## config.mk

```make
export PLATFORM = sky130hd
export DESIGN_NAME = alu_uart_interface
export DESIGN_NICKNAME = d
export VERILOG_FILES = /design/src/rtl/alu_uart_pkg.sv /design/src/rtl/rx_timeout_counter.sv /design/src/rtl/alu_uart_interface.sv
export SDC_FILE = /design/constraint.sdc
export NUM_CORES = 1
export LEC_CHECK = 0
export CAP_MARGIN = 0
export CELL_PAD_IN_SITES_DETAIL_PLACEMENT = 0
export CELL_PAD_IN_SITES_GLOBAL_PLACEMENT = 2
export CORE_ASPECT_RATIO = 1.4
export CORE_MARGIN = 2
export CORE_UTILIZATION = 35
export CTS_CLUSTER_DIAMETER = 150
export CTS_CLUSTER_SIZE = 14
export DETAILED_ROUTE_END_ITERATION = 16
export PLACE_DENSITY_LB_ADDON = 0.1
export SYNTH_ARGS = -nofsm -noshare
export SYNTH_HDL_FRONTEND = slang
export SYNTH_SLANG_ARGS = --single-unit
```

## constraint.sdc

```tcl
create_clock -name i_clk -period 2 [get_ports i_clk]
set_input_delay 0.3 -clock i_clk [delete_from_list [all_inputs] [get_ports i_clk]]
set_output_delay 0.3 -clock i_clk [all_outputs]
set_load 0.01 [all_outputs]
```

## src/rtl/alu_uart_pkg.sv

```systemverilog
// +----------------------------------------------------------------------+
// | alu_uart_pkg : shared FSM encoding, frame lengths, flag-byte layout   |
// | Revision: 1.0                                                         |
// +----------------------------------------------------------------------+
`default_nettype none

package alu_uart_pkg;

  typedef enum logic [2:0] {
    ST_RX_A    = 3'd0,
    ST_RX_B    = 3'd1,
    ST_RX_OP   = 3'd2,
    ST_EXEC    = 3'd3,
    ST_TX_SEND = 3'd4,
    ST_TX_WAIT = 3'd5
  } state_e;

  localparam int unsigned OPERAND_BYTES     = 4;
  localparam int unsigned RESPONSE_BYTES    = 5;
  localparam int unsigned FLAG_ZERO_BIT     = 0;
  localparam logic [1:0]  LAST_OPERAND_IDX  = 2'(OPERAND_BYTES - 1);
  localparam logic [2:0]  FLAG_BYTE_IDX     = 3'(OPERAND_BYTES);
  localparam logic [2:0]  LAST_RESPONSE_IDX = 3'(RESPONSE_BYTES - 1);

  function automatic logic is_busy_state(input state_e s);
    return (s == ST_EXEC) || (s == ST_TX_SEND) || (s == ST_TX_WAIT);
  endfunction

endpackage

`default_nettype wire

```

## src/rtl/rx_timeout_counter.sv

```systemverilog
// +----------------------------------------------------------------------+
// | rx_timeout_counter : saturating idle-cycle counter for frame resync   |
// | Revision: 1.0                                                         |
// +----------------------------------------------------------------------+
`default_nettype none

module rx_timeout_counter #(
  parameter int unsigned TIMEOUT_CYCLES = 100000
) (
  input  logic i_clk,
  input  logic i_rst_n,
  input  logic i_enable,
  input  logic i_clear,
  output logic o_expired
);

  localparam int unsigned NB_COUNT = $clog2(TIMEOUT_CYCLES + 1);
  localparam logic [NB_COUNT-1:0] COUNT_LIMIT = NB_COUNT'(TIMEOUT_CYCLES);

  logic [NB_COUNT-1:0] r_count;

  // Saturates at the limit so expiry stays asserted until the FSM clears it.
  always_ff @(posedge i_clk or negedge i_rst_n) begin
    if (!i_rst_n) begin
      r_count <= '0;
    end else if (i_clear) begin
      r_count <= '0;
    end else if (i_enable && (r_count != COUNT_LIMIT)) begin
      r_count <= r_count + NB_COUNT'(1);
    end
  end

  assign o_expired = (r_count == COUNT_LIMIT);

endmodule

`default_nettype wire

```

## src/rtl/alu_uart_interface.sv

```systemverilog
// +----------------------------------------------------------------------+
// | alu_uart_interface : UART byte-frame front end for an external ALU    |
// | Revision: 1.0                                                         |
// +----------------------------------------------------------------------+
`default_nettype none

module alu_uart_interface
  import alu_uart_pkg::*;
#(
  parameter int unsigned NB_DATA        = 32,
  parameter int unsigned NB_CONTROL     = 6,
  parameter int unsigned NB_BYTE        = 8,
  parameter int unsigned TIMEOUT_CYCLES = 100000
) (
  input  logic                  i_clk,
  input  logic                  i_rst_n,
  input  logic [NB_BYTE-1:0]    i_rx_data,
  input  logic                  i_rx_done,
  input  logic                  i_tx_done,
  output logic [NB_BYTE-1:0]    o_tx_data,
  output logic                  o_tx_start,
  output logic [NB_DATA-1:0]    o_alu_input_A,
  output logic [NB_DATA-1:0]    o_alu_input_B,
  output logic [NB_CONTROL-1:0] o_alu_control_signals,
  input  logic [NB_DATA-1:0]    i_alu_result,
  input  logic                  i_alu_condition_zero,
  output logic                  o_busy
);

  state_e                r_state, w_state_next;
  logic [1:0]            r_idx, w_idx_next;
  logic [2:0]            r_tx_idx, w_tx_idx_next;
  logic [NB_DATA-1:0]    r_a, w_a_next, r_b, w_b_next, r_result, w_result_next;
  logic [NB_CONTROL-1:0] r_ctrl, w_ctrl_next;
  logic                  r_zero, w_zero_next, r_tx_start, w_tx_start_next;
  logic [NB_BYTE-1:0]    r_tx_data, w_tx_data_next, w_flag_byte, w_tx_byte;
  logic [NB_BYTE-1:0]    w_result_bytes [OPERAND_BYTES];
  logic                  w_frame_active, w_rx_state, w_rx_accept, w_expired, w_resync;

  function automatic logic [NB_DATA-1:0] put_byte(input logic [NB_DATA-1:0] word,
                                                  input logic [1:0] idx,
                                                  input logic [NB_BYTE-1:0] b);
    logic [NB_DATA-1:0] v;
    v = word;
    for (int k = 0; k < OPERAND_BYTES; k++) begin
      if (idx == 2'(k)) v[k*NB_BYTE +: NB_BYTE] = b;
    end
    return v;
  endfunction

  assign w_rx_state     = (r_state == ST_RX_A) || (r_state == ST_RX_B) || (r_state == ST_RX_OP);
  assign w_frame_active = w_rx_state && !((r_state == ST_RX_A) && (r_idx == 2'd0));
  assign w_rx_accept    = w_rx_state && i_rx_done;
  // A byte arriving on the expiry cycle wins over the resync.
  assign w_resync       = w_frame_active && w_expired && !i_rx_done;

  rx_timeout_counter #(
    .TIMEOUT_CYCLES(TIMEOUT_CYCLES)
  ) u_rx_timeout_counter (
    .i_clk    (i_clk),
    .i_rst_n  (i_rst_n),
    .i_enable (w_frame_active),
    .i_clear  (w_rx_accept || !w_frame_active),
    .o_expired(w_expired)
  );

  generate
    for (genvar gi = 0; gi < OPERAND_BYTES; gi++) begin : g_result_bytes
      assign w_result_bytes[gi] = r_result[gi*NB_BYTE +: NB_BYTE];
    end
  endgenerate

  always_comb begin
    w_flag_byte                = '0;
    w_flag_byte[FLAG_ZERO_BIT] = r_zero;
  end

  assign w_tx_byte = (r_tx_idx == FLAG_BYTE_IDX) ? w_flag_byte : w_result_bytes[r_tx_idx[1:0]];

  always_comb begin
    w_state_next    = r_state;
    w_idx_next      = r_idx;
    w_tx_idx_next   = r_tx_idx;
    w_a_next        = r_a;
    w_b_next        = r_b;
    w_ctrl_next     = r_ctrl;
    w_result_next   = r_result;
    w_zero_next     = r_zero;
    w_tx_start_next = 1'b0;
    w_tx_data_next  = r_tx_data;
    case (r_state)
      ST_RX_A, ST_RX_B: begin
        if (i_rx_done) begin
          if (r_state == ST_RX_A) w_a_next = put_byte(r_a, r_idx, i_rx_data);
          else                    w_b_next = put_byte(r_b, r_idx, i_rx_data);
          if (r_idx == LAST_OPERAND_IDX) begin
            w_idx_next   = 2'd0;
            w_state_next = (r_state == ST_RX_A) ? ST_RX_B : ST_RX_OP;
          end else begin
            w_idx_next = r_idx + 2'd1;
          end
        end else if (w_resync) begin
          w_state_next = ST_RX_A;
          w_idx_next   = 2'd0;
        end
      end
      ST_RX_OP: begin
        if (i_rx_done) begin
          w_ctrl_next  = i_rx_data[NB_CONTROL-1:0];
          w_state_next = ST_EXEC;
        end else if (w_resync) begin
          w_state_next = ST_RX_A;
          w_idx_next   = 2'd0;
        end
      end
      ST_EXEC: begin
        w_result_next = i_alu_result;
        w_zero_next   = i_alu_condition_zero;
        w_tx_idx_next = 3'd0;
        w_state_next  = ST_TX_SEND;
      end
      ST_TX_SEND: begin
        w_tx_start_next = 1'b1;
        w_tx_data_next  = w_tx_byte;
        w_state_next    = ST_TX_WAIT;
      end
      ST_TX_WAIT: begin
        if (i_tx_done) begin
          if (r_tx_idx == LAST_RESPONSE_IDX) begin
            w_state_next = ST_RX_A;
            w_idx_next   = 2'd0;
          end else begin
            w_tx_idx_next = r_tx_idx + 3'd1;
            w_state_next  = ST_TX_SEND;
          end
        end
      end
      default: begin
        w_state_next = ST_RX_A;
        w_idx_next   = 2'd0;
      end
    endcase
  end

  always_ff @(posedge i_clk or negedge i_rst_n) begin
    if (!i_rst_n) begin
      r_state    <= ST_RX_A;
      r_idx      <= 2'd0;
      r_tx_idx   <= 3'd0;
      r_a        <= '0;
      r_b        <= '0;
      r_ctrl     <= '0;
      r_result   <= '0;
      r_zero     <= 1'b0;
      r_tx_start <= 1'b0;
      r_tx_data  <= '0;
    end else begin
      r_state    <= w_state_next;
      r_idx      <= w_idx_next;
      r_tx_idx   <= w_tx_idx_next;
      r_a        <= w_a_next;
      r_b        <= w_b_next;
      r_ctrl     <= w_ctrl_next;
      r_result   <= w_result_next;
      r_zero     <= w_zero_next;
      r_tx_start <= w_tx_start_next;
      r_tx_data  <= w_tx_data_next;
    end
  end

  assign o_tx_data             = r_tx_data;
  assign o_tx_start            = r_tx_start;
  assign o_alu_input_A         = r_a;
  assign o_alu_input_B         = r_b;
  assign o_alu_control_signals = r_ctrl;
  assign o_busy                = is_busy_state(r_state);

endmodule

`default_nettype wire

```

==> flow_summary.yaml, run 1 <==
critical_path:
  r2r_start: "r_state[1]$_DFFE_PN0P_"
  reg2reg_depth: 6
  worst_path_max_delay_cell: "or3b_4"
  start_kind: "flop"
  crit_arrival_ns: 2.23
  r2r_slack_ns: 0.07
  critPathMaxFanout: 8
  critical_path.most_common_cell: "buf_4"
  endpoint: "o_alu_input_B[30]$_DFFE_PN0P_"
  crit_type: "flop to flop"
  cpPeakStageDelay_ns: 0.41
  cp_data_required_time_ns: 2.30
  end_kind: "flop"
  crit_start: "r_state[1]$_DFFE_PN0P_"
  path_cells: "buf_4 -> buf_4 -> or3b_4 -> nor2_4 -> nand2_4 -> mux2_1"
  regToRegEndpoint: "o_alu_input_B[30]$_DFFE_PN0P_"
logic_synthesis:
  synth_cell_types: 52
  yosys.area.top_type: "dfrtp_1"
  synth_fp_nets: 469
  syn_area_um2: 5860
  synth_compound_area_frac: 0.0513
  synth_top_area_share: 0.585
  yosys.area_share.simple: 0.0810
  synth_fa_ha_area_frac: 0.0171
  ys_top_cells_by_area: "dfrtp_1 59%, mux2_2 19%, mux4_2 3.1%"
  synthMuxAreaShare: 0.232
  ys.flop_type: "dfrtp_1"
  syn_avg_cell_area_um2: 14.1
  synth_top_family_by_area: "multiplexers"
  ys_async_sr_fraction: 1.00
  synth_seq_cells: 137
  seq_area_frac_synth: 0.585
  yosys_warnings: 0
  synthCells: 416
  synth_xor_area_frac: 0.0150
  synth_edf_count: 0
route:
  wl_per_cell_um: 17.8
  routed_via_density: 5.04
  postRouteAntennaNets: 0
  vias: 3952
  drt_iter0_drc: 137
  wl_mm: 14.0
  route.detailed.drc: 0
  dr.pass1.iters: 4
die:
  die_h_um: 157
  core_area_um2: 16500
  initial_core_util: 0.354
  dieArea_um2: 17800
  pin_count: 125
  row_count: 56
  die_x_um: 113
timing:
  skew_ns: 0.00467
  period_needed_ns: 1.93
  setup_tns_ns: 0
  tightestPinTransition_ns: 0.676
  hold_ws_ns: 0.398
  period_share: 0.965
  finalSetupViolations: 0
  slew_headroom: 0.550
  rsz0062_at_grt: "no"
  timing.fmax_mhz: 518
  finalHoldViolCount: 0
  timing.final.max_slew_violations: 0
place:
  dp_hpwl_mm: 10.0
  port_buffers: 124
  gp_congestion: 0.786
  dpl.cell_count: 750
final_layout:
  instances_no_fill: 784
  seq_area_um2: 3430
  area_growth_pct: 38.2
  fillers: 1521
  nets: 622
  multi_input_area_um2: 2350
  drive_above_1_share: 0.310
  antenna-diode-count: 0
cts:
  cts.reportedPaths.clkPinSlew_ns: 0.06
  cts.sinks: 137
  clock-root-buffer: "clkbuf_16"
  cts_tree: "done"
  clk_path_buf_depth: 2
  clkLatencyLatePin_ns: 0.41
  htree_levels: 4
  cts_made_buffers: 17
grt:
  antenna_found_initial: 0
  grt_max_degree: 63
  grtUsageMet3: 0.0516
  grt_use_met1: 0.198
  grt_pass1_vias: 4112
  grt_overflow: 0
  grt_most_used_layer: "met2"
  globalRouteMet2Util: 0.281
  grt_pass1_wl_mm: 22.5
  grt_usage: 0.167
power_and_ir_drop:
  p_leak_nw: 3.49
  cellPowerDensity_nw_per_um2: 1570
  ir_drop_uv: 605
  pwr-share-clk: 0.242
  switchingPower_mw: 3.87
  p_int_mw: 8.85
  p_total_mw: 12.7
  seqPwrFrac: 0.368
  p_comb_frac: 0.390
  p_sw_frac: 0.304
flow_run:
  drv_cap: 0
min_path:
  hold_class: "input pin to asynchronous set/reset pin"
outcome:
  status: "finished, final reports clean"
cells by family after synthesis:
kind of cell	Yosys count
AOI/OAI and AO/OA	43
and+or+nand+nor	81
muxes	113
xor gates and xnor gates	10
adders and majority gates	8
buffers and inverters	24
DFF	137
synthesized netlist by cell type, drive strengths merged (4+ instances only):
master    n
a21oi     9
a22o      7
buf       7
clkbuf    5
dfrtp   137
ha        8
inv      12
mux2    103
mux4      8
nand2    21
nand3     9
nand4     5
nor2     20
nor3      4
o21ai    10
or3       6
xnor2     5
xor2      5
worst min-delay path by stage:
stage / from / endpoint / slack, ns / cells past startpoint
floorplan: i_rst_n / o_alu_control_signals[0]$_DFFE_PN0P_ / 0.004 / 0
global placement: i_rst_n / u_rx_timeout_counter.r_count[14]$_DFFE_PN0P_ / 0.27 / 1
detailed placement: i_rst_n / u_rx_timeout_counter.r_count[14]$_DFFE_PN0P_ / 0.28 / 1
CTS: i_rst_n / u_rx_timeout_counter.r_count[14]$_DFFE_PN0P_ / 0.41 / 2
global route: i_rst_n / u_rx_timeout_counter.r_count[14]$_DFFE_PN0P_ / 0.42 / 2
finish: i_rst_n / u_rx_timeout_counter.r_count[14]$_DFFE_PN0P_ / 0.40 / 2
registers in the layout (all words and copies together), names as in the netlist:
name / count
o_alu_control_signals: 6
o_alu_input_A: 32
o_alu_input_B: 32
o_tx_data: 8
o_tx_start: 1
r_idx: 2
r_result: 32
r_state: 3
r_tx_idx: 3
r_zero: 1
u_rx_timeout_counter.r_count: 17
area by class of cell:
class	count	share of cell area
well taps	203	0.0314
multi-input cells	255	0.290
inverters	12	0.00557
clock inverters	13	0.0178
clock buffers	18	0.0543
repair buffers	146	0.177
flip-flops and latches	137	0.424
what timing repair did:
| action | 4_1_cts | 5_1_grt |
|---|---|---|
| endpoints found under the setup margin | 1 | 64 |
| resized for setup | 1 | 6 |
| buffers inserted | 2 | 0 |
| hold buffers | 1 | 0 |
| hold endpoints to repair | 46 | 0 |
| gates cloned | 0 | 0 |
| pin swaps | 0 | 1 |
through the flow:
stage	setup WS, ns	utilization	cell area, µm²
6_report	0.0690	0.489	8090
5_1_grt	0.00185	0.489	8090
4_1_cts	-0.0520	0.488	8070
3_5_place_dp	-0.234	0.451	7460
3_3_place_gp	-0.225	0.451	7460
2_1_floorplan	0.287	-	5860
placed cells by master, fill, tap and decap left out, types with 5 or more instances in the layout:
| cell type | n |
|---|---|
| o21ai_0 | 10 |
| mux2_2 | 99 |
| nand2_1 | 13 |
| ha_1 | 8 |
| dfrtp_1 | 137 |
| clkbuf_16 | 17 |
| mux4_2 | 8 |
| nand3_1 | 9 |
| clkdlybuf4s50_1 | 122 |
| xor2_1 | 5 |
| inv_6 | 5 |
| xnor2_1 | 5 |
| nor2_1 | 18 |
| a21oi_1 | 9 |
| a22o_1 | 7 |
| inv_1 | 12 |
| buf_4 | 19 |
power groups by stage:
stage / Clock, mW / Combinational, mW / Sequential, mW
after floorplan: 0 / 2.21 / 4.94
after global placement: 0 / 4.90 / 4.68
after detailed placement: 0 / 4.99 / 4.73
after CTS: 3.19 / 5.01 / 4.69
after global routing: 3.31 / 5.35 / 4.84
final: 3.08 / 4.96 / 4.68
critical path: cells and delay by family, from the launching register on:
kind	cells	cell delay, ns
flops	1	0.38
buf+inv	2	0.27
mux	1	0.34
simple gates	3	0.82
metal layers:
layer	routed length, µm	share of wire
met1	5580	0.40
met3	765	0.055
met2	7300	0.52
met4	306	0.022
met5	0	0
Note: power is estimated with default switching activity, not from simulation.
==> run 2: changes to the inputs <==
--- a/config.mk
+++ b/config.mk
@@ -5,7 +5,7 @@
 export SDC_FILE = /design/constraint.sdc
 export NUM_CORES = 1
 export LEC_CHECK = 0
-export CAP_MARGIN = 0
+export CAP_MARGIN = 5
 export CELL_PAD_IN_SITES_DETAIL_PLACEMENT = 0
 export CELL_PAD_IN_SITES_GLOBAL_PLACEMENT = 2
 export CORE_ASPECT_RATIO = 1.4
@@ -14,6 +14,7 @@
 export CTS_CLUSTER_DIAMETER = 150
 export CTS_CLUSTER_SIZE = 14
 export DETAILED_ROUTE_END_ITERATION = 16
+export GPL_ROUTABILITY_DRIVEN = 1
 export PLACE_DENSITY_LB_ADDON = 0.1
 export SYNTH_ARGS = -nofsm -noshare
 export SYNTH_HDL_FRONTEND = slang
==> results of run 2 <==
No change in the layout: final DEF, timing and power equal those of run 1.
